**config.mk**
```make
export PLATFORM = sky130hd
export DESIGN_NAME = lp805x_port_mon
export DESIGN_NICKNAME = d
export VERILOG_FILES = /design/src/rtl/lp805x_port_mon.sv
export SDC_FILE = /design/constraint.sdc
export NUM_CORES = 1
export LEC_CHECK = 0
export BUFFER_PORTS_ARGS = -buffer_cell sky130_fd_sc_hd__buf_4
export CELL_PAD_IN_SITES_DETAIL_PLACEMENT = 1
export CELL_PAD_IN_SITES_GLOBAL_PLACEMENT = 1
export CORE_MARGIN = 4
export CORE_UTILIZATION = 40
export CTS_BUF_LIST = sky130_fd_sc_hd__clkbuf_8
export CTS_CLUSTER_SIZE = 12
export DETAILED_ROUTE_END_ITERATION = 7
export PLACE_DENSITY = 0.88
export SETUP_SLACK_MARGIN = 0.4
export SKIP_CTS_REPAIR_TIMING = 1
export SLEW_MARGIN = 20
export SYNTH_ARGS = -nofsm -noshare
export SYNTH_HDL_FRONTEND = slang
export SYNTH_SLANG_ARGS = --single-unit
```
**constraint.sdc**
```tcl
create_clock -name wb_clk_i -period 2 [get_ports wb_clk_i]
set_clock_uncertainty 0.05 [all_clocks]
set_input_delay 0.1 -clock wb_clk_i [delete_from_list [all_inputs] [get_ports wb_clk_i]]
set_output_delay 0.1 -clock wb_clk_i [all_outputs]
set_load 0.05 [all_outputs]
```
**src/rtl/lp805x_port_mon.sv**
```systemverilog
// Pass/fail exit-code monitor for self-checking lp805x firmware: glitch-filters
// the core output ports and latches a sticky pass/fail/timeout verdict.
module lp805x_port_mon #(
  parameter int unsigned      WIDTH      = 8,
  parameter int unsigned      CHANNELS   = 1,
  parameter logic [WIDTH-1:0] PASS_CODE  = WIDTH'(127),
  parameter logic [WIDTH-1:0] IDLE_CODE  = WIDTH'(255),
  parameter int unsigned      STABLE_CYC = 2,
  parameter int unsigned      TIMEOUT    = 1000000,
  parameter int unsigned      CNT_W      = 32
) (
  input  logic                      wb_clk_i,
  input  logic                      wb_rst_i,
  input  logic                      en_i,
  input  logic                      clr_i,
  input  logic [CHANNELS*WIDTH-1:0] port_i,
  output logic                      done_o,
  output logic                      pass_o,
  output logic                      fail_o,
  output logic                      timeout_o,
  output logic [WIDTH-1:0]          code_o,
  output logic [1:0]                fail_ch_o,
  output logic [CNT_W-1:0]          cycles_o
);

  localparam int unsigned      CW      = $clog2(STABLE_CYC + 1);
  localparam logic [CW-1:0]    STABLE  = CW'(STABLE_CYC);
  localparam logic [CNT_W-1:0] TO_LAST = CNT_W'(TIMEOUT - 1);

  typedef enum logic [1:0] {S_IDLE, S_RUN, S_DONE} state_t;

  state_t                state_q, state_d;
  logic [WIDTH-1:0]      samp_q [CHANNELS];
  logic [WIDTH-1:0]      samp_d [CHANNELS];
  logic [CW-1:0]         cnt_q  [CHANNELS];
  logic [CW-1:0]         cnt_d  [CHANNELS];
  logic [CHANNELS-1:0]   passed_q, passed_d;
  logic                  done_d, pass_d, fail_d, timeout_d;
  logic [WIDTH-1:0]      code_d;
  logic [1:0]            fail_ch_d;
  logic [CNT_W-1:0]      cycles_d;
  logic [WIDTH-1:0]      cur;
  logic                  changed, qual, fail_hit;

  // Next-state, filter and verdict logic
  always_comb begin
    state_d   = state_q;
    samp_d    = samp_q;
    cnt_d     = cnt_q;
    passed_d  = passed_q;
    done_d    = done_o;
    pass_d    = pass_o;
    fail_d    = fail_o;
    timeout_d = timeout_o;
    code_d    = code_o;
    fail_ch_d = fail_ch_o;
    cycles_d  = cycles_o;
    cur       = '0;
    changed   = 1'b0;
    qual      = 1'b0;
    fail_hit  = 1'b0;

    unique case (state_q)
      S_IDLE: begin
        if (en_i) begin
          state_d  = S_RUN;
          passed_d = '0;
          cycles_d = '0;
          for (int ch = 0; ch < int'(CHANNELS); ch++) cnt_d[ch] = '0;
        end
      end
      S_RUN: begin
        cycles_d = cycles_o + CNT_W'(1);
        for (int ch = 0; ch < int'(CHANNELS); ch++) begin
          cur     = port_i[ch*WIDTH +: WIDTH];
          changed = (cur != samp_q[ch]);
          if (changed) begin
            samp_d[ch] = cur;
            cnt_d[ch]  = CW'(1);
          end else if (cnt_q[ch] != STABLE) begin
            cnt_d[ch] = cnt_q[ch] + CW'(1);
          end
          // Qualify once per stable run: only on the edge the count reaches STABLE
          qual = (cnt_d[ch] == STABLE) && (changed || (cnt_q[ch] != STABLE));
          if (qual && !passed_q[ch] && (cur != IDLE_CODE)) begin
            if (cur == PASS_CODE) begin
              passed_d[ch] = 1'b1;
            end else if (!fail_hit) begin
              fail_hit  = 1'b1;
              code_d    = cur;
              fail_ch_d = 2'(ch);
            end
          end
        end
        if (fail_hit) begin
          state_d = S_DONE;
          done_d  = 1'b1;
          fail_d  = 1'b1;
        end else if (&passed_d) begin
          state_d = S_DONE;
          done_d  = 1'b1;
          pass_d  = 1'b1;
        end else if ((TIMEOUT != 0) && (cycles_o == TO_LAST)) begin
          state_d   = S_DONE;
          done_d    = 1'b1;
          timeout_d = 1'b1;
        end
      end
      S_DONE: ;
      default: state_d = S_IDLE;
    endcase

    // Leaving to IDLE clears every reported value
    if (clr_i || ((state_q == S_RUN) && !en_i)) begin
      state_d   = S_IDLE;
      done_d    = 1'b0;
      pass_d    = 1'b0;
      fail_d    = 1'b0;
      timeout_d = 1'b0;
      code_d    = '0;
      fail_ch_d = '0;
      cycles_d  = '0;
    end
  end

  always_ff @(posedge wb_clk_i or negedge wb_rst_i) begin
    if (!wb_rst_i) begin
      state_q   <= S_IDLE;
      for (int ch = 0; ch < int'(CHANNELS); ch++) begin
        samp_q[ch] <= '0;
        cnt_q[ch]  <= '0;
      end
      passed_q  <= '0;
      done_o    <= 1'b0;
      pass_o    <= 1'b0;
      fail_o    <= 1'b0;
      timeout_o <= 1'b0;
      code_o    <= '0;
      fail_ch_o <= '0;
      cycles_o  <= '0;
    end else begin
      state_q   <= state_d;
      samp_q    <= samp_d;
      cnt_q     <= cnt_d;
      passed_q  <= passed_d;
      done_o    <= done_d;
      pass_o    <= pass_d;
      fail_o    <= fail_d;
      timeout_o <= timeout_d;
      code_o    <= code_d;
      fail_ch_o <= fail_ch_d;
      cycles_o  <= cycles_d;
    end
  end

endmodule

```
==> results by group, run 1 <==
Run status
  – Status: finished with violations
  – Violated checks: negative hold slack, negative setup slack

Layout
  – Post-layout util: 62.0%
  – Inserted Diodes: 0
  – Layout net count: 458
  – Layout Cells excl Fill: 550
  – Area delta synth->final: 51.5%
  – Fraction of final layout cells sized beyond drive strength 1: 47.5%
  – Fillers: 865
  – Register area: 1460 sq um
  – Multi-input gate area: 1980 sq um
  – Finished Cell Area: 4770 sq um

Worst hold path
  – Hold path endpoint: code_o[2]
  – Min-delay src: port_i[2]
  – Hold Crit Class: in2reg
  – Hold path cells: 3

STA
  – WHS: -0.00699 ns
  – Setup violators final: 14
  – Fmax: 465 MHz
  – Min cycle time layout: 2.15 ns
  – Least-Margin Pin Slew: 0.742 ns
  – Final WS setup: -0.152 ns
  – Unrepaired setup endpoints after global routing: yes
  – Final Cycle Share: 108%
  – Slew headroom: 50.6%
  – Final hold violation count: 3
  – Max Slew Vio Count: 0

Synthesis
  – Post-synth EDFFs: 0
  – Synth Warn #: 0
  – Syn Area/Cell: 9.62 sq um
  – Post-synth top flop: dfrtp_1
  – Synthesized flop and latch total: 57
  – Fraction of registers with async set/reset: 100%
  – Sequential fraction of the synthesis area: 45.3%
  – Post-synthesis cell area: 3150 sq um
  – Mapped Cells: 327
  – Distinct cells, synth: 59

Floorplan
  – DIE WIDTH: 96.7 um
  – Core ar.: 7690 sq um
  – Die Area: 9350 sq um
  – # rows: 32
  – Initial core utilization: 40.9%
  – Die Height: 96.7 um
  – IO Count: 58

Setup path
  – Worst R2R Start: samp_q[3]
  – CP Cell Sequence: xor2_1 -> nor4_2 -> nand2_2 -> nor4b_4 -> buf_6 -> mux2i_1
  – Crit path launch type: flip-flop
  – Reg2Reg Setup Slack: -0.15 ns
  – Critical Path Fanout Max: 5
  – Slowest-stage cell, CP: nor4_2
  – Buf/Inv on CP: 1
  – Reg-to-reg endpoint: code_o[7]
  – Slowest stage delay, CP: 0.44 ns
  – CP top delay family: simple AND/OR/NAND/NOR gates
  – Type of destination of the critical path: flip-flop
  – Critical path arrival: 2.35 ns
  – CP required: 2.20 ns
  – Cells on worst reg2reg path: 6
  – CP Class: reg2reg

CTS
  – Clock latency on the worst-skew pair: 0.35 ns
  – H-tree depth: 3
  – CTS max path bufs: 2
  – Clock sink total: 57
  – Root Driver: clkbuf_8
  – Clock slew at reported path FFs: 0.07 ns
  – TritonCTS clock tree: built
  – TritonCTS Buffers: 9

Run
  – Max Cap Viol: 0

Placed design
  – IO Port Bufs: 55
  – Setup WS pre-CTS: -0.0146 ns
  – Routability cong.: 0.787
  – Post-DP HPWL: 6730 um
  – Area after DPL: 3950 sq um
  – Post-Place Cells: 489

Power
  – Peak supply drop: 0.258 mV
  – Pwr Density: 539 nW/um^2
  – Pleak: 2.16 nW

Routing
  – Drc violations: 0
  – Wire per inst: 21.3 um
  – DRT Wirelength: 11700 um
  – DRT iter0 DRCs: 107
  – Drt first pass iters: 4
  – Via count: 3204
  – Post-DRT Antenna Nets: 0
  – Vias per cell: 5.83

Global routing
  – Grt total ovfl: 0
  – Pin count of the biggest net entering global routing: 58
  – Gr usage total: 20.6%
  – Vias in the first global route: 3118
  – Initial antenna violation count: 0
  – First-pass GRT wire length: 15800 um
==> layout by cell type, fill, tap and decap left out, types with 3 or more instances in the layout <==
| cell type | count |
|---|---|
| xnor2_1 | 6 |
| nand3_4 | 3 |
| clkbuf_8 | 13 |
| nor3_1 | 3 |
| nor4_2 | 4 |
| or4_1 | 4 |
| or3_1 | 4 |
| a21oi_1 | 5 |
| nor3_4 | 4 |
| o21ai_0 | 19 |
| o21ai_1 | 3 |
| mux2i_1 | 8 |
| mux2_4 | 8 |
| nor2_1 | 19 |
| nor4_4 | 5 |
| a31oi_1 | 8 |
| a21o_1 | 3 |
| and3_1 | 4 |
| inv_1 | 7 |
| nor4_1 | 3 |
| nand2_1 | 33 |
| dfrtp_2 | 21 |
| xor2_1 | 8 |
| and4_1 | 3 |
| buf_6 | 7 |
| buf_4 | 104 |
| nand4_1 | 14 |
| o211ai_1 | 4 |
| nand3_1 | 14 |
| a21oi_2 | 3 |
| dfrtp_1 | 34 |
| dlygate4sd3_1 | 8 |
==> worst register-to-register path, cell delays in order (launching register included) <==
cell,delay [ns]
dfrtp_1,0.40
xor2_1,0.19
nor4_2,0.44
nand2_2,0.18
nor4b_4,0.35
buf_6,0.18
mux2i_1,0.26
==> cell type report <==
type	instances	share of cell area, %
clock buffer	13	3.75
timing repair buffer	121	20.5
clock inverter	3	0.289
multi-input combinational	246	41.5
inverter	8	0.630
tap	102	2.68
sequential	57	30.6
==> per-layer routing <==
| metal | GRT usage, % | part of all wire (%) | up-vias |
|---|---|---|---|
| met1 | 25.7 | 39 | 1633 |
| met4 | 5.83 | 2.8 | 0 |
| met2 | 35.4 | 54 | 101 |
| li1 | - | - | 1442 |
| met3 | 5.05 | 4.2 | 28 |
| met5 | 0 | 0 | - |
==> synth_stat cells (2+ instances only) <==
library cell   n  area [sq um]
o211ai_1       4          30.0
mux2_2         8          90.1
buf_2          3          15.0
mux2i_1        8          80.1
and3_1         6          37.5
or4_1          4          30.0
xor2_1         9          78.8
a21o_1         3          22.5
a21oi_1        8          40.0
or3_1          4          25.0
nand3_1       15          75.1
o41ai_1        2          17.5
inv_1          8          30.0
nand4_1       14          87.6
a31oi_1        9          56.3
a21oi_2        2          17.5
xnor2_1        7          61.3
nand3_2        4          40.0
and4_1         3          26.3
o22ai_1        2          12.5
nor4_1         8          50.1
nand2_1       33           124
o21ai_0       23           115
nor3_1         8          40.0
nor4bb_1       2          20.0
nand2b_1       2          12.5
nor2_1        23          86.3
clkbuf_1      10          37.5
buf_4          3          22.5
o31ai_1        2          15.0
dfrtp_1       57          1430
ha_1           3          37.5
nor4_2         3          37.5
o21ba_2        2          20.0
==> how the worst max path moves through the flow <==
stage,start,to,slack (ns),cells after the start
finish,samp_q[3],code_o[7],-0.15,6
global route,samp_q[3],code_o[7],-0.27,6
CTS,cnt_q[1],code_o[7],-0.03,6
detailed placement,cnt_q[0],code_o[7],-0.01,6
global placement,cnt_q[1],state_q[1],0.08,7
floorplan,cycles_o[1],cycles_o[28],0.08,6
==> kinds of logic after synthesis <==
kind of cell / Yosys count / share of synthesized area [%]
simple gates: 141 / 26.1
flops: 57 / 45.3
xor+xnor: 16 / 4.45
fa+ha+maj: 3 / 1.19
other cells: 1 / 0.119
buf+inv: 25 / 3.50
mux: 16 / 5.41
compound gates: 68 / 13.9
==> through the flow <==
| stage | hold WS (ns) | setup TNS [ns] | power, mW |
|---|---|---|---|
| 2_1_floorplan | -0.246 | 0 | 1.35 |
| 3_3_place_gp | 0.164 | 0 | 1.43 |
| 3_5_place_dp | 0.167 | -0.0146 | 1.44 |
| 4_1_cts | -0.203 | -0.0544 | 2.49 |
| 5_1_grt | -0.0118 | -2.27 | 2.68 |
| 6_report | -0.00699 | -0.909 | 2.57 |
==> sequential cells by signal (all words and copies together), names as in the netlist <==
register / flops
fail_o: 1
pass_o: 1
cnt_q: 2
state_q: 2
code_o: 8
done_o: 1
cycles_o: 32
samp_q: 8
passed_q: 1
timeout_o: 1
==> report_power, final <==
| group | leakage (nW) | switching (mW) | internal [mW] |
|---|---|---|---|
| Sequential | 0.736 | 0.0261 | 1.18 |
| Clock | 0.107 | 0.494 | 0.577 |
| Combinational | 1.32 | 0.166 | 0.124 |
| Total | 2.16 | 0.686 | 1.88 |
(Power assumes the default switching activity.)
==> inputs of run 2 (changes only) <==
--- a/config.mk
+++ b/config.mk
@@ -8,6 +8,7 @@
 export BUFFER_PORTS_ARGS = -buffer_cell sky130_fd_sc_hd__buf_4
 export CELL_PAD_IN_SITES_DETAIL_PLACEMENT = 1
 export CELL_PAD_IN_SITES_GLOBAL_PLACEMENT = 1
+export CORE_ASPECT_RATIO = 1.2
 export CORE_MARGIN = 4
 export CORE_UTILIZATION = 40
 export CTS_BUF_LIST = sky130_fd_sc_hd__clkbuf_8
==> results by group, run 2 (same netlist as run 1, synthesis figures left out) <==
Global routing
  – Initial antenna violation count: 0
  – Grt total ovfl: 0
  – Gr usage total: 22.2%
  – Pin count of the biggest net entering global routing: 58
  – First-pass GRT wire length: 16300 um
  – Vias in the first global route: 3285

CTS
  – Clock sink total: 57
  – H-tree depth: 3
  – CTS max path bufs: 2
  – TritonCTS clock tree: built
  – Clock latency on the worst-skew pair: 0.35 ns
  – TritonCTS Buffers: 9
  – Clock slew at reported path FFs: 0.08 ns
  – Root Driver: clkbuf_8

STA
  – Fmax: 458 MHz
  – Least-Margin Pin Slew: 0.770 ns
  – Final WS setup: -0.185 ns
  – Slew headroom: 48.7%
  – WHS: -0.00760 ns
  – Max Slew Vio Count: 0
  – Setup violators final: 13
  – Final Cycle Share: 109%
  – Unrepaired setup endpoints after global routing: yes
  – Final hold violation count: 1
  – Min cycle time layout: 2.19 ns

Setup path
  – CP Cell Sequence: inv_1 -> ha_4 -> or4b_4 -> nor4b_4 -> buf_4 -> mux2i_1
  – Slowest-stage cell, CP: or4b_4
  – CP top delay family: simple AND/OR/NAND/NOR gates
  – Critical Path Fanout Max: 4
  – Crit path launch type: flip-flop
  – Buf/Inv on CP: 2
  – CP required: 2.21 ns
  – CP Class: reg2reg
  – Reg2Reg Setup Slack: -0.19 ns
  – Slowest stage delay, CP: 0.48 ns
  – Critical path arrival: 2.39 ns
  – Type of destination of the critical path: flip-flop

Run status
  – Violated checks: negative hold slack, negative setup slack
  – Status: finished with violations

Routing
  – Drc violations: 0
  – DRT iter0 DRCs: 149
  – DRT Wirelength: 13400 um
  – Via count: 3395
  – Drt first pass iters: 4
  – Vias per cell: 5.99
  – Wire per inst: 23.7 um
  – Post-DRT Antenna Nets: 0

Floorplan
  – Die Height: 105 um
  – Die Area: 9360 sq um
  – IO Count: 58
  – Core ar.: 7660 sq um
  – # rows: 35
  – Initial core utilization: 41.1%
  – DIE WIDTH: 89.0 um

Power
  – Pleak: 2.32 nW
  – Pwr Density: 498 nW/um^2
  – Design Power: 2.52 mW
  – Peak supply drop: 0.389 mV

Layout
  – Most common cell after layout, fill and taps aside: buf_4
  – Biggest regs: cycles_o: 32 flops, code_o: 8 flops, samp_q: 8 flops
  – Fillers: 817
  – Layout net count: 485
  – Max FFs per register: 32
  – Most frequent cells in the layout: buf_4 (118), nand2_1 (33), dfrtp_1 (32)
  – Largest Register: cycles_o
  – Inserted Diodes: 0
  – Fraction of final layout cells sized beyond drive strength 1: 51.8%
  – Area delta synth->final: 60.4%

Placed design
  – Post-DP HPWL: 7210 um
  – IO Port Bufs: 55
  – Routability cong.: 0.805

Run
  – Max Cap Viol: 0

Worst hold path
  – Hold Crit Class: in2reg
==> run 2: final timing paths <==
kind                                to  startpoint  depth (start not counted)
max                          code_o[4]    cnt_q[0]                          6
min                          code_o[3]   port_i[3]                          3
max reg2reg                  code_o[4]    cnt_q[0]                          6
min reg2reg                     fail_o      fail_o                          1
max in group asynchronous  cycles_o[0]    wb_rst_i                          2
min in group asynchronous    code_o[4]    wb_rst_i                          2
==> run 2: where the power goes <==
part / leakage (nW) / switching, mW / internal [mW]
combinational: 1.49 / 0.177 / 0.139
sequential: 0.733 / 0.0262 / 1.18
clock: 0.0982 / 0.526 / 0.466
==> run 2: metrics by stage <==
step | TNS [ns] | std cells | setup WS [ns] | area, sq um | utilization [%]
after floorplan | 0 | 328 | 0.0763 | 3360 | -
after CTS | -0.460 | 502 | -0.0592 | 4150 | 54.2
final | -1.38 | 567 | -0.185 | 5050 | 65.9
after global placement | 0 | 486 | 0.0787 | 3990 | 52.0
after global routing | -2.42 | 567 | -0.272 | 5050 | 65.9
after detailed placement | -0.0267 | 486 | -0.0162 | 3990 | 52.0
==> run 2: metal layers <==
metal  global-route usage (%)  vias up  part of all wire (%)
met5                        0        -                     0
met4                     7.45        0                   3.5
met3                     3.55       41                   4.0
met2                     39.9      117                    55
met1                     26.1     1739                    38
li1                         -     1498                     -
==> run 2: cell type report <==
class	instances	area, sq um	share of cell area, %
clock inverter	6	27.5	0.545
clock buffer	10	138	2.73
sequential	57	1460	29.0
multi-input combinational	246	2040	40.3
tap	92	115	2.28
timing repair buffer	148	1240	24.5
inverter	8	30.0	0.595
==> run 2: worst reg2reg max path, stage by stage (launching register included) <==
cell	delay (ns)
dfrtp_1	0.34
inv_1	0.10
ha_4	0.29
or4b_4	0.48
nor4b_4	0.37
buf_4	0.22
mux2i_1	0.25
==> inputs of run 3 (changes only) <==
--- a/config.mk
+++ b/config.mk
@@ -10,14 +10,15 @@
 export CELL_PAD_IN_SITES_GLOBAL_PLACEMENT = 1
 export CORE_ASPECT_RATIO = 1.2
 export CORE_MARGIN = 4
-export CORE_UTILIZATION = 40
+export CORE_UTILIZATION = 45
 export CTS_BUF_LIST = sky130_fd_sc_hd__clkbuf_8
 export CTS_CLUSTER_SIZE = 12
 export DETAILED_ROUTE_END_ITERATION = 7
-export PLACE_DENSITY = 0.88
+export PLACE_DENSITY = 0.93
 export SETUP_SLACK_MARGIN = 0.4
 export SKIP_CTS_REPAIR_TIMING = 1
 export SLEW_MARGIN = 20
 export SYNTH_ARGS = -nofsm -noshare
 export SYNTH_HDL_FRONTEND = slang
 export SYNTH_SLANG_ARGS = --single-unit
+export TNS_END_PERCENT = 10
==> constraint.sdc (replaced) <==
create_clock -name wb_clk_i -period 2.7 [get_ports wb_clk_i]
set_clock_uncertainty 0.05 [all_clocks]
set_input_delay 0.135 -clock wb_clk_i [delete_from_list [all_inputs] [get_ports wb_clk_i]]
set_output_delay 0.135 -clock wb_clk_i [all_outputs]
set_load 0.05 [all_outputs]
==> results by group, run 3 (same netlist as run 1, synthesis figures left out) <==
Layout
  – Inserted Diodes: 0
  – Most frequent cells in the layout: buf_4 (60), dfrtp_1 (57), nand2_1 (33)
  – Biggest regs: cycles_o: 32 flops, code_o: 8 flops, samp_q: 8 flops
  – Largest Register: cycles_o
  – Max FFs per register: 32
  – Fraction of final layout cells sized beyond drive strength 1: 27.3%
  – Layout net count: 398
  – Post-layout util: 56.7%
  – Area delta synth->final: 22.9%
  – Most common cell after layout, fill and taps aside: buf_4

Power
  – Internal: 1.43 mW
  – Pleak: 1.69 nW
  – Combinational Power Share: 8.1%
  – Clock Power Share: 45.1%
  – Peak supply drop: 0.258 mV
  – Pwr Density: 493 nW/um^2
  – Net Sw Frac: 25.0%
  – Net Switching: 476 uW
  – Flop pwr share: 46.8%

STA
  – Final hold violation count: 1
  – Setup TNS: 0 ns
  – Min cycle time layout: 2.23 ns
  – WHS: -0.00122 ns
  – Setup violators final: 0
  – Unrepaired setup endpoints after global routing: yes
  – Fmax: 448 MHz
  – Least-Margin Pin Slew: 0.752 ns
  – Max Slew Vio Count: 0
  – Slew headroom: 49.8%
  – Final Cycle Share: 82.7%

Global routing
  – Grt total ovfl: 0
  – Gr usage total: 22.6%
  – Pin count of the biggest net entering global routing: 58
  – Initial antenna violation count: 0
  – Vias in the first global route: 2974
  – First-pass GRT wire length: 15300 um

CTS
  – Clock latency on the worst-skew pair: 0.34 ns
  – Clock sink total: 57
  – TritonCTS clock tree: built
  – CTS max path bufs: 2
  – Clock slew at reported path FFs: 0.07 ns
  – Root Driver: clkbuf_8
  – H-tree depth: 3
  – TritonCTS Buffers: 9

Floorplan
  – # rows: 33
  – Initial core utilization: 46.2%
  – Core ar.: 6810 sq um
  – Die Height: 99.6 um
  – DIE WIDTH: 84.3 um
  – IO Count: 58
  – Die Area: 8400 sq um

Run
  – Max Cap Viol: 0

Run status
  – Status: finished with violations
  – Violated checks: negative hold slack

Setup path
  – Crit path launch type: flip-flop
  – Critical Path Fanout Max: 3
  – CP required: 2.94 ns
  – CP Cell Sequence: inv_1 -> ha_1 -> or4b_2 -> a21oi_1 -> a31oi_1 -> a21oi_1 -> a31o_2
  – Slowest-stage cell, CP: or4b_2
  – Most used cell, CP: a21oi_1
  – Critical path arrival: 2.47 ns
  – Type of destination of the critical path: flip-flop
  – Slowest stage delay, CP: 0.64 ns
  – CP Class: reg2reg

Routing
  – Via count: 2879
  – DRT Wirelength: 9020 um
  – Vias per cell: 6.06
  – DRT iter0 DRCs: 143
  – Wire per inst: 19.0 um
  – Drc violations: 0
  – Drt first pass iters: 4
  – Post-DRT Antenna Nets: 0

Placed design
  – IO Port Bufs: 55
  – Post-DP HPWL: 6370 um
  – Routability cong.: 0.840

Worst hold path
  – Hold Crit Class: in2reg
-- run 3: changes by cell type in the layout (fill, tap and decap cells not counted), moves of 6 or more --
cell	change
o21ai_1	-15
dfrtp_1	+25
mux2_4	-7
buf_4	-58
mux2_2	+7
dlygate4sd3_1	-7
buf_6	-18
dfrtp_2	-23
o21ai_0	+16
nor2_1	+6
-- run 3: final timing paths --
kind,cells past startpoint,slack (ns),to,start
setup reg to reg,7,0.47,state_q[1],cnt_q[1]
hold / removal,2,-0.001,state_q[0],clr_i
max in group asynchronous,2,1.75,cycles_o[18],wb_rst_i
setup / recovery,7,0.47,state_q[1],cnt_q[1]
hold reg to reg,1,0.45,done_o,done_o
min in group asynchronous,2,0.34,pass_o,wb_rst_i
-- run 3: metal layers --
metal  up-vias  GRT usage (%)  share of wire (%)
li1       1320              -                  -
met2        78           39.3                 52
met1      1466           28.5                 42
met5         -              0                  0
met3        15           4.81                4.5
met4         0           6.09                1.5
-- run 3: power by group through the flow --
stage               sequential (mW)  combinational, mW  clock (mW)
floorplan                     0.905             0.0920           0
global placement              0.904              0.146           0
detailed placement            0.908              0.154           0
CTS                           0.892              0.156       0.875
global route                  0.894              0.171       0.924
finish                        0.892              0.155       0.861
-- run 3: critical path, delay by kind of cell (launching register included) --
family | cells | cell delay [ns]
AOI/OAI and AO/OA | 4 | 0.77
DFF | 1 | 0.36
and+or+nand+nor | 1 | 0.64
buffers and inverters | 1 | 0.07
adders and majority gates | 1 | 0.28
-- run 3: area by class of cell --
type                       count  area, sq um
fill                         814         2950
multi-input combinational    246         1630
sequential                    57         1430
timing repair buffer          61          460
clock buffer                  12          165
tap                           87          109
clock inverter                 4         50.0
inverter                       8         30.0
-- run 3: per-stage QoR --
stage	total power, mW	instance area [sq um]	hold slack, ns	setup WS, ns	cells
final	1.91	3870	-0.00122	0.468	475
after global routing	1.99	3870	0.00361	0.325	475
after CTS	1.92	3850	-0.176	0.476	474
after detailed placement	1.06	3640	0.197	0.504	458
after global placement	1.05	3640	0.189	0.591	458
after floorplan	0.997	3150	-0.211	0.436	328
